<file path="src/rtl/alu_issue_queue_pkg.sv">
// Shared ALU definitions: opcode encoding, tag width and opcode classification helper.
package alu_issue_queue_pkg;

    typedef enum logic [2:0] {
        OP_ADD = 3'd0,
        OP_SUB = 3'd1,
        OP_AND = 3'd2,
        OP_OR  = 3'd3,
        OP_XOR = 3'd4,
        OP_SLL = 3'd5,
        OP_SRL = 3'd6,
        OP_SLT = 3'd7
    } opcode_e;

    localparam int ALU_TAG_W = 4;

    function automatic logic is_shift(opcode_e op);
        return (op == OP_SLL) || (op == OP_SRL);
    endfunction

endpackage

</file>
<file path="src/rtl/alu_sync_fifo.sv">
// Generic synchronous FIFO with wrap-bit pointers and first-word fall-through read.
module alu_sync_fifo #(
    parameter int WIDTH = 8,
    parameter int DEPTH = 4,
    localparam int PTR_W = $clog2(DEPTH) + 1,
    localparam int IDX_W = PTR_W - 1,
    localparam int CNT_W = $clog2(DEPTH + 1)
) (
    input  logic             clk,
    input  logic             rst,
    input  logic             flush,
    input  logic             push,
    input  logic             pop,
    input  logic [WIDTH-1:0] wdata,
    output logic [WIDTH-1:0] rdata,
    output logic             full,
    output logic             empty,
    output logic [CNT_W-1:0] count
);

    logic [WIDTH-1:0] mem_q [DEPTH];
    logic [PTR_W-1:0] wptr_q, wptr_d;
    logic [PTR_W-1:0] rptr_q, rptr_d;
    logic [IDX_W-1:0] widx, ridx;
    logic             do_push, do_pop;

    assign widx  = wptr_q[IDX_W-1:0];
    assign ridx  = rptr_q[IDX_W-1:0];
    assign empty = (wptr_q == rptr_q);
    assign full  = (widx == ridx) && (wptr_q[PTR_W-1] != rptr_q[PTR_W-1]);
    assign count = CNT_W'(wptr_q - rptr_q);
    assign rdata = mem_q[ridx];

    // Flush discards any same-cycle transfer.
    assign do_push = push && !full && !flush;
    assign do_pop  = pop && !empty && !flush;

    always_comb begin
        wptr_d = wptr_q;
        rptr_d = rptr_q;
        if (flush) begin
            wptr_d = '0;
            rptr_d = '0;
        end else begin
            if (do_push) wptr_d = wptr_q + PTR_W'(1);
            if (do_pop)  rptr_d = rptr_q + PTR_W'(1);
        end
    end

    always_ff @(posedge clk) begin
        if (rst) begin
            wptr_q <= '0;
            rptr_q <= '0;
        end else begin
            wptr_q <= wptr_d;
            rptr_q <= rptr_d;
        end
    end

    always_ff @(posedge clk) begin
        if (do_push) mem_q[widx] <= wdata;
    end

endmodule

</file>
<file path="src/rtl/alu_issue_queue.sv">
// In-order ALU command queue: masks shift amounts, tags each accepted command and
// presents the oldest entry to the ALU with outputs zeroed while empty.
module alu_issue_queue
    import alu_issue_queue_pkg::*;
#(
    parameter int WIDTH = 32,
    parameter int DEPTH = 4,
    parameter int TAG_W = ALU_TAG_W,
    localparam int CNT_W = $clog2(DEPTH + 1)
) (
    input  logic             clk,
    input  logic             rst,
    input  logic             flush,
    input  logic             in_valid,
    output logic             in_ready,
    input  opcode_e          in_op,
    input  logic [WIDTH-1:0] in_a,
    input  logic [WIDTH-1:0] in_b,
    output logic             alu_valid,
    input  logic             alu_ready,
    output opcode_e          alu_op,
    output logic [WIDTH-1:0] alu_a,
    output logic [WIDTH-1:0] alu_b,
    output logic [TAG_W-1:0] alu_tag,
    output logic [CNT_W-1:0] count
);

    typedef struct packed {
        opcode_e          op;
        logic [WIDTH-1:0] a;
        logic [WIDTH-1:0] b;
        logic [TAG_W-1:0] tag;
    } entry_t;

    // WIDTH is a power of two, so WIDTH-1 is exactly the legal shift-amount field.
    localparam logic [WIDTH-1:0] SHAMT_MASK = WIDTH'(WIDTH - 1);

    entry_t           wr_entry, rd_entry;
    logic             fifo_full, fifo_empty;
    logic             push, pop;
    logic [TAG_W-1:0] tag_q, tag_d;

    assign in_ready  = !fifo_full;
    assign alu_valid = !fifo_empty;
    assign push      = in_valid && in_ready && !flush;
    assign pop       = alu_valid && alu_ready && !flush;

    always_comb begin
        wr_entry.op  = in_op;
        wr_entry.a   = in_a;
        wr_entry.b   = is_shift(in_op) ? (in_b & SHAMT_MASK) : in_b;
        wr_entry.tag = tag_q;
    end

    assign tag_d = push ? tag_q + TAG_W'(1) : tag_q;

    always_ff @(posedge clk) begin
        if (rst) tag_q <= '0;
        else     tag_q <= tag_d;
    end

    alu_sync_fifo #(
        .WIDTH ($bits(entry_t)),
        .DEPTH (DEPTH)
    ) u_fifo (
        .clk   (clk),
        .rst   (rst),
        .flush (flush),
        .push  (push),
        .pop   (pop),
        .wdata (wr_entry),
        .rdata (rd_entry),
        .full  (fifo_full),
        .empty (fifo_empty),
        .count (count)
    );

    always_comb begin
        alu_op  = OP_ADD;
        alu_a   = '0;
        alu_b   = '0;
        alu_tag = '0;
        if (alu_valid) begin
            alu_op  = rd_entry.op;
            alu_a   = rd_entry.a;
            alu_b   = rd_entry.b;
            alu_tag = rd_entry.tag;
        end
    end

endmodule

</file>
<file path="config.mk">
export PLATFORM = sky130hd
export DESIGN_NAME = alu_issue_queue
export DESIGN_NICKNAME = d
export VERILOG_FILES = /design/src/rtl/alu_issue_queue_pkg.sv /design/src/rtl/alu_sync_fifo.sv /design/src/rtl/alu_issue_queue.sv
export SDC_FILE = /design/constraint.sdc
export NUM_CORES = 1
export LEC_CHECK = 0
export CAP_MARGIN = 15
export CORE_MARGIN = 5
export CORE_UTILIZATION = 35
export CTS_BUF_LIST = sky130_fd_sc_hd__clkbuf_8 sky130_fd_sc_hd__clkbuf_16
export CTS_CLUSTER_DIAMETER = 120
export DETAILED_ROUTE_END_ITERATION = 6
export GPL_TIMING_DRIVEN = 0
export PLACE_DENSITY = 0.62
export SLEW_MARGIN = 20
export SYNTH_ARGS = -nofsm -noshare
export SYNTH_HDL_FRONTEND = slang
export SYNTH_SLANG_ARGS = --single-unit
</file>
<file path="constraint.sdc">
create_clock -name clk -period 10.6 [get_ports clk]
set_input_delay 2.12 -clock clk [delete_from_list [all_inputs] [get_ports clk]]
set_output_delay 2.12 -clock clk [all_outputs]
set_load 0.005 [all_outputs]
</file>
Word-level counts from Yosys, hierarchy flattened. Memory sizes are Yosys's and may differ from the RTL's. A register that Yosys moved wholly into a read port is not among the register bits. Cells that the tools add are included. W data, S select, Z words.

Bits in registers: 10. RAM bits: 284. Memories: 1.

Memories: u_fifo.mem_q (words 4, bits a word 71, read ports 1, clocked after Yosys merged registers in 1, write ports 1, line alu_sync_fifo.sv:21) `logic [WIDTH-1:0] mem_q [DEPTH];`.

Add/subtract/negate cells: 4. Eq/ne operators: 5. Multiplexer cells: 9. Reductions and logical operators: 14.

Operator list (count): $mux W32 (3); $logic_and A1 B1 Y1 (9); $add A3 B1 Y3 const B (2); $eq A3 B3 Y1 const B (2); $add A4 B1 Y4 const B (1); $mux W2 (2); $mux W4 (1); $eq A3 B3 Y1 (1); $logic_not A1 Y1 (3); $mux W3 (1); $sub A3 B3 Y3 (1); $eq A2 B2 Y1 (1); $mux W1 (2); $reduce_or A2 Y1 (1); $logic_or A1 B1 Y1 (1); $ne A1 B1 Y1 (1).

Logic depth before layout (Yosys ltp). Gate-level depths: netlist (run 1).

Depth after elaboration: 9. Mapped depth: 6. Mapped depth without buffers: 5.

By module. Synthesis (run 1) repeated with hierarchy kept, for this count alone.

Cell total of the unflattened synthesis: 561. Area, all modules: 11922.7 um^2.

Modules (own cells, without submodules): alu_sync_fifo (instances 1, cells each 431, area each 11054.4 um^2); alu_issue_queue (instances 1, cells each 130, area each 868.3 um^2).

Least setup slack after synthesis (run 1). Ideal clock, no wire load.

Path kind: input-to-reg. Start: input flush. End: register u_fifo.wptr_q[2]. Setup time: 0.365 ns. Arrival: 7.966 ns. Path slack: 2.269 ns. Stages on the path: 3. Cell sequence: nand2b_1 > a211oi_1 > mux2i_1.

Word-level cells in the longest chain between the ends: 4. Elaborated cells on any way between the ends: 5. Classes of those cells: reduce/logical: 5.

Ends and longest elaborated chain: from (decl) (line alu_issue_queue.sv:13) `input logic flush,`; $logic_not A1 Y1 (line alu_sync_fifo.sv:35, alu_issue_queue.sv:45); $logic_and A1 B1 Y1 (line alu_issue_queue.sv:45) `assign push = in_valid && in_ready && !flush;`; $logic_and A1 B1 Y1 (2 in a row) (line alu_sync_fifo.sv:35) `assign do_push = push && !full && !flush;`; to (signal assigned) (line alu_sync_fifo.sv:55) `wptr_q <= wptr_d;`; to (decl) (line alu_sync_fifo.sv:22) `logic [PTR_W-1:0] wptr_q, wptr_d;`.

Several ways; a longest one is shown, not always the timed one. A chain may end at the register's enable or synchronous reset.

Final worst setup path (run 1).
Start: register u_fifo.wptr_q[0]. End: output alu_b[15].

Word-level cells in the longest chain between the ends: 2.

Ends and longest elaborated chain: $eq A3 B3 Y1 (line alu_sync_fifo.sv:29) `assign empty = (wptr_q == rptr_q);`; $mux W32 (line alu_issue_queue.sv:83) `if (alu_valid) begin`; to (decl) (line alu_issue_queue.sv:23) `output logic [WIDTH-1:0] alu_b,`.

No other way between the ends.

==> out/results.tsv, run 1 <==
metric	value	unit
area grow syn2layout	27.5	%
Crit path required time	8.48	ns
RSZ-0062 raised after global routing	false	
highest fanout seen on the critical path	10	
XOR/XNOR Fraction of Synth Area	0.00291	
simple logic cell fraction of the synthesized area	0.0664	
endpoints failing hold	0	
max-cap viol count	0	
leakage power	4.70	nW
Post-synth EDFFs	284	
commonest cells in the netlist	edfxtp_1 (284), nor2b_1 (74), mux4_2 (71), and2_1 (31), clkbuf_1 (18)	
Cells after Synth	563	
worst vdd ir	0.143	mV
DRC	0	
GR Util All Layers	0.130	
Max Root-Sink Buffers	3	
Die Area	36900	um^2
WL per Instance	19.9	um
CP Launch Type	flip-flop	
gr ovfl total	0	
leading post-synthesis cells by cell area	edfxtp_1 (74%), mux4_2 (14%), nor2b_1 (4.0%)	
sequential share of the synthesized area	0.756	
Synth Area in Compound Gates	0.00442	
routed vias	5698	
Fin Clk Skew	0.0171	ns
Reg area	8770	um^2
DP HPWL	15500	um
Min Hold Slack	0.511	ns
Post-synth ARST share	0	
TritonCTS clock tree	yes	
worst slew pin tran	0.739	ns
footprint of the multi-input gates	2700	um^2
TritonRoute pass-1 iters	4	
mux contribution to synthesized area	0.147	
Post-Route Setup TNS	0	ns
core box area	32600	um^2
cts repair resizes	0	
Power Total	2.45	mW
Critical Setup Path Class	reg2out	
Ys Warns	0	
Filler cells	2824	
initial antenna violation count	2	
GPL Wtd Cong	0.705	
I/O pins	148	
first-pass GRT wire length	36600	um
final setup fails	0	
Final min period	5.36	ns
antenna fix cells	0	
Nets	834	
vias per std cell	4.67	
Post-CTS Repair Setup Buffers	0	
Netlist cell types	26	
count leader, synth	edfxtp_1	
initial DRC count	243	
die span in x	192	um
main combinational cell family by area after synthesis	multiplexers	
vias in the first global route	6130	
mapped cell area	11600	um^2
P per Cell Area	165	nW/um^2
Initial Util	0.356	
Synth Flop Type	edfxtp_1	
f_max	186	MHz
# port buffers	147	
CTS buffer count	31	
Routed Wire Length	24200	um
CTS clk-pin slew, worst paths	0.06	ns
worst endpoint data arrival time	3.24	ns
post-synth top area cell	edfxtp_1	
Final ANT Viol Nets	0	
share of layout cells above drive strength 1	0.181	
largest net degree at the start of global routing	43	
Root Driver	clkbuf_16	
Yosys reg bits	296	
Avg Cell Area, Syn	20.6	um^2
status	complete, no violations	
clk sinks	296	
Final Max Tran Viols	0	
period utilization	0.506	
share of the synthesized area in the top cell type	0.735	
die height	192	um
Synth Area in Adders	0.0104	
Syn Nets	644	
CTS H-tree lvls	1	
worst min path class	reg2reg	
Max-slew headroom	0.507	
clk_lat worst skew	0.55	ns
# rows	66	
endpoint class of the critical path	primary output	
hold buffer count at CTS	0	
## power by group
part	total [mW]	internal, mW	switching [mW]
Sequential	1.31	1.30	0.00461
Combinational	0.123	0.0681	0.0553
Clock	1.01	0.595	0.419
Total	2.45	1.97	0.479
## cells by family after synthesis
logic type                 Yosys count
and+or+nand+nor                    129
buffers and inverters               38
xor gates and xnor gates             3
adders and majority gates            9
DFF                                296
muxes                               81
AOI/OAI and AO/OA                    7
## critical path, cell delays in order (launching register included)
cell,delay [ns]
dfxtp_1,0.39
inv_1,0.11
ha_1,0.33
nand2_1,0.09
nor2_2,0.58
clkbuf_1,0.55
nor2b_1,0.15
clkdlybuf4s50_1,0.48
## placed cells by master (no fill, tap or decap), drive strengths merged
cell type,synthesis,final
a211oi,3,3
a21oi,1,1
and2,31,31
buf,10,20
bufinv,0,2
clkbuf,18,52
clkdlybuf4s50,0,147
clkinv,0,13
dfxtp,12,12
edfxtp,284,284
fa,1,1
ha,8,8
inv,10,18
mux2,3,3
mux2i,7,7
mux4,71,71
nand2,11,11
nand2b,3,3
nand3,1,1
nand4,1,1
nand4b,1,1
nor2,5,5
nor2b,74,74
o211ai,2,2
o21ai,1,1
or3,2,2
xor2,3,3
## state kept, by name, indices dropped and copies added, names as in the netlist, named ones only
name,flops
tag_q,4
u_fifo.mem_q,284
u_fifo.rptr_q,3
u_fifo.wptr_q,3
## stage by stage
stage	util	setup slack, ns	instances	area (um^2)
floorplan	-	2.27	563	11600
global placement	0.418	-3.11	1152	13600
detailed placement	0.424	5.55	1162	13800
CTS	0.453	4.94	1219	14800
global route	0.453	4.88	1219	14800
finish	0.453	5.24	1219	14800
## per-layer routing
layer  vias up  part of all wire  track usage
li1       2605                 -            -
met3        46             0.050       0.0253
met1      2908              0.43        0.174
met2       135              0.50        0.223
met4         4             0.025       0.0296
met5         -            0.0010            0
## worst paths after layout
check	from	to	slack, ns	cells after the start
setup reg to reg	u_fifo.wptr_q[0]$_SDFFE_PP0P_	u_fifo.mem_q[1][28]$_DFFE_PP_	7.71	7
setup / recovery	u_fifo.wptr_q[0]$_SDFFE_PP0P_	alu_b[15]	5.24	7
hold / removal	u_fifo.wptr_q[0]$_SDFFE_PP0P_	u_fifo.wptr_q[0]$_SDFFE_PP0P_	0.51	2
hold reg to reg	u_fifo.wptr_q[0]$_SDFFE_PP0P_	u_fifo.wptr_q[0]$_SDFFE_PP0P_	0.51	2
## layout make-up
| class | instances | share of cell area |
|---|---|---|
| Sequential cell | 296 | 0.593 |
| Clock buffer | 34 | 0.0553 |
| Tap cell | 442 | 0.0374 |
| Buffer | 28 | 0.00795 |
| Timing Repair Buffer | 157 | 0.111 |
| Inverter | 10 | 0.00254 |
| Clock inverter | 23 | 0.00998 |
| Multi-Input combinational cell | 229 | 0.183 |
No activity file was read; power rests on OpenSTA's default activity.
==> inputs of run 2 (changes only) <==
Clock period 10.6 ns to 4.99 ns, I/O delays scaled along.
==> out/results.tsv, run 2 (synthesis gave the netlist of run 1 again) <==
metric	value	unit	change
most common cell after layout, fill and taps aside	edfxtp_1		unchanged
switching power share of the total	0.196		about the same
CTS buffer count	34		was 31
placed insts	1161		was 1,162
Max Root-Sink Buffers	3		unchanged
Reg area	8770	um^2	unchanged
initial DRC count	297		was 243
area grow syn2layout	28.3	%	was 27.5%
part of the power in registers	0.514		was 0.535
Internal	4.35	mW	was 1.97 mW
GPL Wtd Cong	0.691		was 0.705
# rows	66		unchanged
Crit path required time	3.99	ns	was 8.48 ns
cts repair resizes	0		unchanged
Routed Wire Length	23900	um	was 24,200 um
GR Util All Layers	0.130		about the same
status	complete, no violations		unchanged
vias per std cell	4.66		was 4.67
leakage power	4.75	nW	was 4.70 nW
first-pass GRT wire length	36200	um	was 36,600 um
Final Util	0.456		was 0.453
clk_lat worst skew	0.50	ns	was 0.55 ns
fin cells	1221		was 1,219
worst slew pin tran	0.837	ns	was 0.739 ns
hold buffer count at CTS	0		unchanged
Die Area	36900	um^2	unchanged
I/O pins	148		unchanged
final setup fails	0		unchanged
core box area	32600	um^2	unchanged
highest fanout seen on the critical path	10		unchanged
TritonCTS clock tree	yes		unchanged
worst endpoint data arrival time	3.25	ns	was 3.24 ns
antenna fix cells	0		unchanged
Final ANT Viol Nets	0		unchanged
# port buffers	147		unchanged
die span in x	192	um	unchanged
Max-slew headroom	0.441		was 0.507
Root Driver	clkbuf_16		unchanged
gr ovfl total	0		unchanged
DRC	0		unchanged
worst min path class	reg2reg		unchanged
largest register by flop count	u_fifo.mem_q		unchanged
share of layout cells above drive strength 1	0.184		was 0.181
clk sinks	296		unchanged
Fin Clk Skew	0.00860	ns	was 0.0171 ns
CP Launch Type	flip-flop		unchanged
initial antenna violation count	3		was 2
DP HPWL	14900	um	was 15,500 um
worst vdd ir	0.252	mV	was 0.143 mV
vias in the first global route	6080		was 6,130
combinational power share	0.048		was 0.050
P per Cell Area	363	nW/um^2	was 165 nW/um^2
endpoints failing hold	0		unchanged
most frequent cells in the layout	edfxtp_1 (284), clkdlybuf4s50_1 (147), nor2b_1 (74)		unchanged
endpoint class of the critical path	primary output		unchanged
Final min period	4.25	ns	
die height	192	um	unchanged
period utilization	0.852		
Post-CTS Repair Setup Buffers	0		unchanged
CTS H-tree lvls	2		was 1
WL per Instance	19.6	um	was 19.9 um
RSZ-0062 raised after global routing	false		unchanged
CTS clk-pin slew, worst paths	0.05	ns	was 0.06 ns
Initial Util	0.356		unchanged
Critical Setup Path Class	reg2out		unchanged
max reg flops	284		unchanged
Final Max Tran Viols	0		unchanged
Largest regs	u_fifo.mem_q x284, tag_q x4		unchanged
TritonRoute pass-1 iters	4		unchanged
largest net degree at the start of global routing	42		was 43
hold path start	u_fifo.wptr_q[0]$_SDFFE_PP0P_		unchanged
max-cap viol count	0		unchanged
crit path from	u_fifo.wptr_q[0]$_SDFFE_PP0P_		unchanged
Clk pwr share	0.438		was 0.415
footprint of the multi-input gates	2700	um^2	unchanged
f_max	235	MHz	
origin of the critical flop-to-flop path	u_fifo.wptr_q[0]$_SDFFE_PP0P_		unchanged
Nets	836		was 834
Filler cells	2840		was 2,824
NetSw	1.06	mW	was 479 uW
routed vias	5689		was 5,698
[run 2: cell types whose count changed in the layout (fill, tap and decap cells not counted)]
| cell | before | now |
|---|---|---|
| clkbuf_16 | 31 | 37 |
| clkinvlp_4 | 0 | 1 |
| buf_6 | 3 | 5 |
| clkbuf_8 | 3 | 0 |
| inv_1 | 18 | 20 |
| inv_6 | 0 | 1 |
| buf_8 | 4 | 1 |
| clkinv_1 | 6 | 4 |
| clkinv_2 | 7 | 5 |
[run 2: layout make-up]
type,instances,area share
clock buffers,37,0.0622
inverters,10,0.00252
multi-input cells,229,0.181
well taps,442,0.0372
clock inverters,23,0.0103
plain buffers,28,0.00790
repair buffers,156,0.109
flip-flops and latches,296,0.589
[run 2: worst paths after layout]
path,slack [ns],cells past startpoint,end
hold reg to reg,0.51,2,u_fifo.wptr_q[0]$_SDFFE_PP0P_
setup reg to reg,2.12,7,u_fifo.mem_q[0][10]$_DFFE_PP_
hold / removal,0.51,2,u_fifo.wptr_q[0]$_SDFFE_PP0P_
setup / recovery,0.74,7,alu_b[8]
[run 2: stage by stage]
step	total power [mW]	TNS, ns	cell area [um^2]	setup WS (ns)	hold WS (ns)
after detailed placement	3.10	0	13800	1.12	0.504
final	5.41	0	14900	0.738	0.508
after floorplan	2.94	0	11600	0.327	0.469
after CTS	5.49	0	14900	0.581	0.511
after global routing	5.62	0	14900	0.427	0.541
after global placement	3.09	-379.49	13600	-2.85	0.497
[run 2: layer usage]
layer,global-route usage,up-vias,share of wire
met1,0.182,2880,0.45
met5,0,-,0.0015
met2,0.209,149,0.47
met3,0.0311,41,0.057
li1,-,2613,-
met4,0.0324,6,0.019
[run 2: critical path, cell delays in order, from the launching register on]
cell and delay [ns]:
dfxtp_1 0.38, inv_1 0.12, ha_1 0.33, nand2_1 0.08, nor2_2 0.64, clkbuf_1 0.55, nor2b_1 0.09, clkdlybuf4s50_1 0.56
[run 2: power by group through the flow]
| stage | Combinational [mW] | Sequential, mW | Clock, mW |
|---|---|---|---|
| 3_5_place_dp | 0.268 | 2.83 | 0 |
| 5_1_grt | 0.287 | 2.78 | 2.55 |
| 2_1_floorplan | 0.112 | 2.83 | 0 |
| 3_3_place_gp | 0.260 | 2.83 | 0 |
| 4_1_cts | 0.270 | 2.78 | 2.44 |
| 6_report | 0.262 | 2.78 | 2.37 |
